**config.mk**
```make
export PLATFORM = sky130hd
export DESIGN_NAME = wb_writer
export DESIGN_NICKNAME = d
export VERILOG_FILES = /design/src/rtl/wb_writer.sv
export SDC_FILE = /design/constraint.sdc
export NUM_CORES = 1
export LEC_CHECK = 0
export CAP_MARGIN = 40
export CORE_ASPECT_RATIO = 0.8
export CORE_MARGIN = 10
export CORE_UTILIZATION = 40
export DETAILED_ROUTE_END_ITERATION = 12
export GPL_TIMING_DRIVEN = 0
export PLACE_DENSITY = 0.72
export SYNTH_ARGS = -nofsm -noshare
export SYNTH_HDL_FRONTEND = slang
export SYNTH_SLANG_ARGS = --single-unit
```
**constraint.sdc**
```tcl
create_clock -name clk -period 2.51 [get_ports clk]
set_input_delay 0.3765 -clock clk [delete_from_list [all_inputs] [get_ports clk]]
set_output_delay 0.3765 -clock clk [all_outputs]
set_load 0.02 [all_outputs]
```
**src/rtl/wb_writer.sv**
```systemverilog
// Register file write-port arbiter: merges ALU and load-return writebacks
// and tracks pending loads for decode-stage operand stalls.
module wb_writer #(
    parameter int NUM_REG    = 6,
    parameter int BITS       = 32,
    parameter int FIFO_DEPTH = 4
) (
    input  logic               clk,
    input  logic               rst_n,
    input  logic               alu_wen_i,
    input  logic [NUM_REG-1:0] alu_wa_i,
    input  logic [BITS-1:0]    alu_wd_i,
    input  logic               ld_issue_i,
    input  logic [NUM_REG-1:0] ld_issue_wa_i,
    input  logic               ld_valid_i,
    input  logic [NUM_REG-1:0] ld_wa_i,
    input  logic [BITS-1:0]    ld_wd_i,
    output logic               ld_ready_o,
    input  logic [NUM_REG-1:0] ra0_i,
    input  logic [NUM_REG-1:0] ra1_i,
    output logic               busy0_o,
    output logic               busy1_o,
    output logic               wen_o,
    output logic [NUM_REG-1:0] wa_o,
    output logic [BITS-1:0]    wd_o
);

    localparam int PW = $clog2(FIFO_DEPTH);
    localparam int CW = PW + 1;
    localparam int NR = 2 ** NUM_REG;
    localparam logic [CW-1:0] FULL = CW'(FIFO_DEPTH);

    logic [NUM_REG-1:0] fifo_wa [FIFO_DEPTH];
    logic [BITS-1:0]    fifo_wd [FIFO_DEPTH];
    logic [PW-1:0]      rd_ptr;
    logic [PW-1:0]      wr_ptr;
    logic [CW-1:0]      count;
    logic [NR-1:0]      pending;
    logic [NR-1:0]      pending_nxt;

    logic accept;
    logic fifo_ne;
    logic sel_alu;
    logic sel_pop;
    logic sel_byp;
    logic push;
    logic clr_en;
    logic [NUM_REG-1:0] clr_wa;

    assign ld_ready_o = (count != FULL);
    assign accept     = ld_valid_i & ld_ready_o;
    assign fifo_ne    = (count != '0);
    assign sel_alu    = alu_wen_i;
    assign sel_pop    = !alu_wen_i & fifo_ne;
    assign sel_byp    = !alu_wen_i & !fifo_ne & accept;
    assign push       = accept & !sel_byp;
    assign busy0_o    = pending[ra0_i];
    assign busy1_o    = pending[ra1_i];

    always_comb begin
        clr_en = sel_pop | sel_byp;
        clr_wa = sel_pop ? fifo_wa[rd_ptr] : ld_wa_i;
        pending_nxt = pending;
        if (clr_en) pending_nxt[clr_wa] = 1'b0;
        // A new issue to the register being retired must stay pending.
        if (ld_issue_i) pending_nxt[ld_issue_wa_i] = 1'b1;
    end

    always_ff @(posedge clk) begin
        if (push) begin
            fifo_wa[wr_ptr] <= ld_wa_i;
            fifo_wd[wr_ptr] <= ld_wd_i;
        end
    end

    always_ff @(posedge clk or negedge rst_n) begin
        if (!rst_n) begin
            rd_ptr  <= '0;
            wr_ptr  <= '0;
            count   <= '0;
            pending <= '0;
        end else begin
            pending <= pending_nxt;
            if (push) wr_ptr <= wr_ptr + 1'b1;
            if (sel_pop) rd_ptr <= rd_ptr + 1'b1;
            unique case ({push, sel_pop})
                2'b10:   count <= count + 1'b1;
                2'b01:   count <= count - 1'b1;
                default: count <= count;
            endcase
        end
    end

    always_ff @(posedge clk or negedge rst_n) begin
        if (!rst_n) begin
            wen_o <= 1'b0;
            wa_o  <= '0;
            wd_o  <= '0;
        end else begin
            unique case (1'b1)
                sel_alu: begin
                    wen_o <= 1'b1;
                    wa_o  <= alu_wa_i;
                    wd_o  <= alu_wd_i;
                end
                sel_pop: begin
                    wen_o <= 1'b1;
                    wa_o  <= fifo_wa[rd_ptr];
                    wd_o  <= fifo_wd[rd_ptr];
                end
                sel_byp: begin
                    wen_o <= 1'b1;
                    wa_o  <= ld_wa_i;
                    wd_o  <= ld_wd_i;
                end
                default: wen_o <= 1'b0;
            endcase
        end
    end

`ifndef SYNTHESIS
    a_issue_free: assert property (@(posedge clk) disable iff (!rst_n)
        ld_issue_i |-> (!pending[ld_issue_wa_i] ||
                        (clr_en && clr_wa == ld_issue_wa_i)));
    a_alu_free: assert property (@(posedge clk) disable iff (!rst_n)
        alu_wen_i |-> !pending[alu_wa_i]);
    a_ld_pending: assert property (@(posedge clk) disable iff (!rst_n)
        ld_valid_i |-> pending[ld_wa_i]);
`endif

endmodule

```
**Yosys cells after proc, flatten, opt, wreduce, memory -nomap -nowiden**

Memories as Yosys holds them, arrays and structs flattened.
Index checks and enable logic that the tools add are counted.

- Flip-flop bits (word level): 110
- Memory bits (writable): 152
- Output and inout bits: 42
- Memories: 2

Memory list:

| name | words | width | read ports | clocked after Yosys merged registers in | write ports | RTL line | text |
|---|---|---|---|---|---|---|---|
| fifo_wd | 4 | 32 | 1 | 0 | 1 | 34 | `logic [BITS-1:0] fifo_wd [FIFO_DEPTH];` |
| fifo_wa | 4 | 6 | 1 | 0 | 1 | 33 | `logic [NUM_REG-1:0] fifo_wa [FIFO_DEPTH];` |

- Add/sub/neg operators: 4
- Magnitude comparators: 6
- Eq/ne operators: 3
- Muxes and demuxes: 17
- Bitwise operators: 9
- Reductions and logical operators: 9

Operator list:

| kind | number |
|---|---|
| $mux 64 | 2 |
| $pmux 32 s3 | 1 |
| $and 64x64->64 | 1 |
| $not 64->64 | 1 |
| $or 64x64->64 | 1 |
| $lt 6x7->1 const B | 4 |
| $pmux 6 s3 | 1 |
| $bmux 1 s6 | 2 |
| $demux 1 s6 | 2 |
| $ge 6x1->1 const B | 2 |
| $mux 1 | 7 |
| $mux 6 | 1 |
| $pmux 3 s2 | 1 |
| $reduce_bool 3->1 | 2 |
| $and 1x1->1 | 5 |
| $add 2x1->2 const B | 2 |
| $add 3x1->3 const B | 1 |
| $logic_not 1->1 | 3 |
| $ne 3x3->1 const B | 1 |
| $reduce_or 3->1 | 1 |
| $sub 3x1->3 const B | 1 |
| $eq 2x1->1 const B | 1 |
| $eq 2x2->1 const B | 1 |
| $logic_and 1x1->1 | 2 |
| 2 further kinds | 2 |

**Longest topological paths before layout**

- Depth in word-level cells: 12
- Depth in mapped cells: 12

**Worst setup path after synthesis**

Ideal clock, no wire load.

- Path type: reg-to-reg
- From: register count[0]
- To: register count[2]
- Setup time: 0.079 ns
- Arrival: 2.466 ns
- Data required time: 2.431 ns
- Slack: -0.035 ns
- Stages on the path, launching flop included: 13
- Clock period less this slack: 2.545 ns
- Path through: dfrtp_1 or3_1 clkbuf_1 nand2_1 inv_1 buf_2 buf_1 ha_1 inv_1 fa_1 xor2_1 nor2_1 xor2_1

- Elaborated cells on any way between the ends: 15
- Those cells by class: add/sub: 2; eq/ne: 3; mux: 1; bitwise: 5; reduce/logical: 4

RTL lines:

| what | RTL line | text |
|---|---|---|
| start, declared | 37 | `logic [CW-1:0] count;` |
| start signal, assigned | 87 | `2'b10: count <= count + 1'b1;` |
| start signal, assigned | 88 | `2'b01: count <= count - 1'b1;` |
| start signal, assigned | 89 | `default: count <= count;` |
| $reduce_bool 3->1 (*) | 52 | `assign fifo_ne = (count != '0);` |
| $and 1x1->1 (*) | 54 | `assign sel_pop = !alu_wen_i & fifo_ne;` |
| net sel_pop | 44 | `logic sel_pop;` |
| $eq 2x1->1 or $eq 2x2->1 (tied branches) | 86 | `unique case ({push, sel_pop})` |
| $pmux 3 s2 or $reduce_bool 2->1 (tied branches) | n/a |  |

Mark *: on every way through the listed nets, which the timed path passes. The rest lies on a longest branch.
A chain may end at the register's enable or synchronous reset.

**Final worst setup path**

- From: register pending[53]
- To: output busy0_o

- Word-level cells in the longest chain between the ends: 2

RTL lines:

| what | RTL line | text |
|---|---|---|
| start, declared | 38 | `logic [NR-1:0] pending;` |
| start signal, assigned | 83 | `pending <= pending_nxt;` |
| $bmux 1 s6 | 57 | `assign busy0_o = pending[ra0_i];` |
| $mux 1 (implied by the code) | 57 |  |
| end, declared | 21 | `output logic busy0_o,` |

Every way passes these cells. The select of a mux whose other input is x is not followed.

==> metrics.md <==
| Metric | Value |
|---|---|
| Synth Instances | `893` |
| Share of flip-flops with an asynchronous set or reset | `between 40% and 50%` |
| CTS H-Tree Depth | `1` |
| Skew final | `~14 ps` |
| Startpoint Class | `flop` |
| Synth Register Bits | `262` |
| CTS Sinks | `262` |
| Share of layout cells above drive strength 1 | `18.6%` |
| HPWL after DPL | `23,500 um` |
| Yosys warnings | `0` |
| # port buffers | `137` |
| Critical Path AT | `2250 ps` |
| Post-Syn Area | `11,900 um^2` |
| Crit. End Element | `primary output` |
| Ys flop type | `edfxtp_1` |
| Post-synth top cells | `nand2_1 (184), edfxtp_1 (152), dfrtp_1 (110)` |
| GR Overflow Total | `0` |
| DR vias | `8,551` |
| Fin crit share | `105%` |
| Routability Congestion | `0.920` |
| Layout Nets | `1,180` |
| CTS tree | `built` |
| Worst setup path class | `flop to primary output` |
| RSZ-0062 raised after global routing | `true` |
| HP Class | `primary input to async pin` |
| Full die area | `37,100 um^2` |
| Most frequent cell after synthesis | `nand2_1` |
| Yosys cell types | `59` |
| Leak | `5.62 nW` |
| Max VDD drop | `0.674 mV` |
| Vias in the first global route | `8,791` |
| Global-route wire length before repair | `52,600 um` |
| Setup WS pre-CTS | `-1190 ps` |
| Largest net degree at the start of global routing | `86` |
| Clock root cell | `clkbuf_16` |
| Worst EP required | `approximately 2100 ps` |
| Slew Viols, Final | `0` |
| Max Buffers Root-to-Sink | `3` |
| Violated checks | `setup timing` |
| Crit-path max FO | `3` |
| Die Ht | `174 um` |
| Total core area | `29,300 um^2` |
| Die width | `213 um` |
| Row Count | `56` |
| DRC viols | `0` |
| Yosys top cell area share | `38.4%` |
| Final hold viol count | `0` |
| Total negative slack | `-240 ps` |
| Drt pass-1 iters | `5` |
| Max Clk Rate | `0.380 GHz` |
| Drt first-iter violations | `890` |
| Worst-margin pin slew | `815 ps` |
| Mean Syn Cell Area | `13.3 um^2` |
| Sequential fraction of the synthesis area | `61.5%` |
| Avg WL per Cell | `23.2 um` |
| CTS buffer count | `27` |
| Top-Level Pins | `141` |
| Detailed Route WL | `34,200 um` |
| Syn Nets | `998` |
| Clock Pin Slew Worst Setup and Hold Paths | `about 60 ps` |
| Slew headroom | `45.5%` |
| Final ANT Viol Nets | `0` |
| Gr usage total | `18.1%` |
| Initial Util | `40.6%` |
| Initial antenna violation count | `2` |
| Setup WS post-layout | `-120 ps` |
| Status | `finished, violations left` |
| Ranking of synthesized cells by area | `edfxtp_1 (38%), dfrtp_1 (23%), mux4_2 (13%), nand2_1 (5.8%), o21ai_0 (3.1%)` |
| Final Core Density | `51.6%` |
| Fill count | `2,462` |
| Number of vias per cell | `~5.8` |
| Area added between synthesis and finish | `27.0%` |
| Power per Cell Area | `1100 nW/um^2` |
| Skew-Pair Late Insertion Delay | `roughly 540 ps` |
| Post-synth EDFFs | `152` |
| Min cycle time layout | `2630 ps` |
| Post-synth top area cell | `edfxtp_1` |
| Final setup violation count | `2` |
| Max-cap violations | `0` |
-- power breakdown --
| part | total [mW] | leakage, nW | switching [mW] | internal (mW) |
|---|---|---|---|---|
| sequential | 6.59 | 2.75 | 0.689 | 5.90 |
| combinational | 5.68 | 2.42 | 2.98 | 2.70 |
| clock | 4.31 | 0.452 | 1.71 | 2.60 |
| total | 16.6 | 5.62 | 5.38 | 11.2 |
-- flip-flops by register name, summed over array words and instances (netlist names), 2 cells and up --
| signal | flops |
|---|---|
| fifo_wd | 128 |
| pending | 64 |
| wd_o | 32 |
| fifo_wa | 24 |
| wa_o | 6 |
| count | 3 |
| rd_ptr | 2 |
| wr_ptr | 2 |
-- cells in the final DEF (no fill, tap or decap), types with 6 or more instances in the layout --
| master | synthesis | final |
|---|---|---|
| nand2_1 | 184 | 183 |
| edfxtp_1 | 152 | 152 |
| clkdlybuf4s50_1 | 0 | 130 |
| dfrtp_1 | 110 | 108 |
| o21ai_0 | 73 | 73 |
| mux4_2 | 70 | 70 |
| nor2_1 | 55 | 54 |
| a31oi_1 | 37 | 37 |
| clkbuf_16 | 0 | 27 |
| clkbuf_1 | 23 | 20 |
| o2bb2ai_1 | 16 | 16 |
| a22oi_1 | 13 | 13 |
| inv_1 | 11 | 10 |
| buf_4 | 1 | 10 |
| buf_2 | 11 | 9 |
| buf_6 | 1 | 8 |
| nand2b_1 | 8 | 8 |
| buf_1 | 8 | 6 |
| o22a_1 | 6 | 6 |
| bufinv_16 | 0 | 6 |
-- through the flow --
step / instance area (um^2) / std cells / hold WS, ps / power, mW
floorplan: 11900 / 893 / 80.9 / 9.94
global placement: 13700 / 1407 / 492 / 11.8
CTS: 15000 / 1467 / 276 / 16.5
finish: 15100 / 1473 / 279 / 16.6
detailed placement: 13900 / 1415 / 261 / 12.1
global route: 15100 / 1472 / 313 / 17.4
-- worst paths after layout --
check | start | to | slack (ps) | depth (start not counted)
max | pending[53] | busy0_o | -120 | 5
min | rst_n | pending[26] | 280 | 2
max reg2reg | count[2] | count[2] | 70 | 9
min reg2reg | pending[20] | pending[20] | 520 | 2
max in group asynchronous | rst_n | count[2] | 1470 | 3
min in group clk | alu_wd_i[27] | wd_o[27] | 400 | 3
-- timing repair --
item | CTS | global route
setup buffers | 5 | 3
endpoints found under the hold margin | 25 | 0
hold buffers | 1 | 0
setup endpoints to repair | 52 | 32
resized for setup | 52 | 25
gates cloned | 0 | 1
pin swaps | 5 | 4
-- cell families after synthesis --
family | share of synthesized area, %
muxes | 13.9
AOI/OAI and AO/OA | 10.3
and+or+nand+nor | 11.2
xor gates and xnor gates | 0.442
DFF | 61.5
buffers and inverters | 2.01
adders and majority gates | 0.694
-- critical path, cell delays in order (launching register included) --
cell	delay (ps)
dfrtp_1	400
mux4_2	480
mux2_4	290
o22a_1	200
a31o_2	210
buf_6	130
-- metal layers --
metal / wire length (um) / track usage, % / vias to the layer above
li1: - / - / 3762
met1: 14700 / 25.5 / 4327
met2: 16200 / 28.6 / 408
met3: 2470 / 2.50 / 54
met4: 867 / 5.17 / 0
met5: 0 / 0 / -
-- area by class of cell --
type                            count  area, um^2  share of cell area, %
Clock buffer                       31         691                   4.57
Timing Repair Buffer              154        1580                   10.4
Multi-Input combinational cell    575        4520                   29.9
Tap cell                          377         472                   3.12
Clock inverter                     17         250                   1.66
Antenna cell                        2        5.00                 0.0331
Buffer                             42         239                   1.58
Inverter                           13        48.8                  0.323
Sequential cell                   262        7320                   48.4
Power figures use the tool's default switching activity.
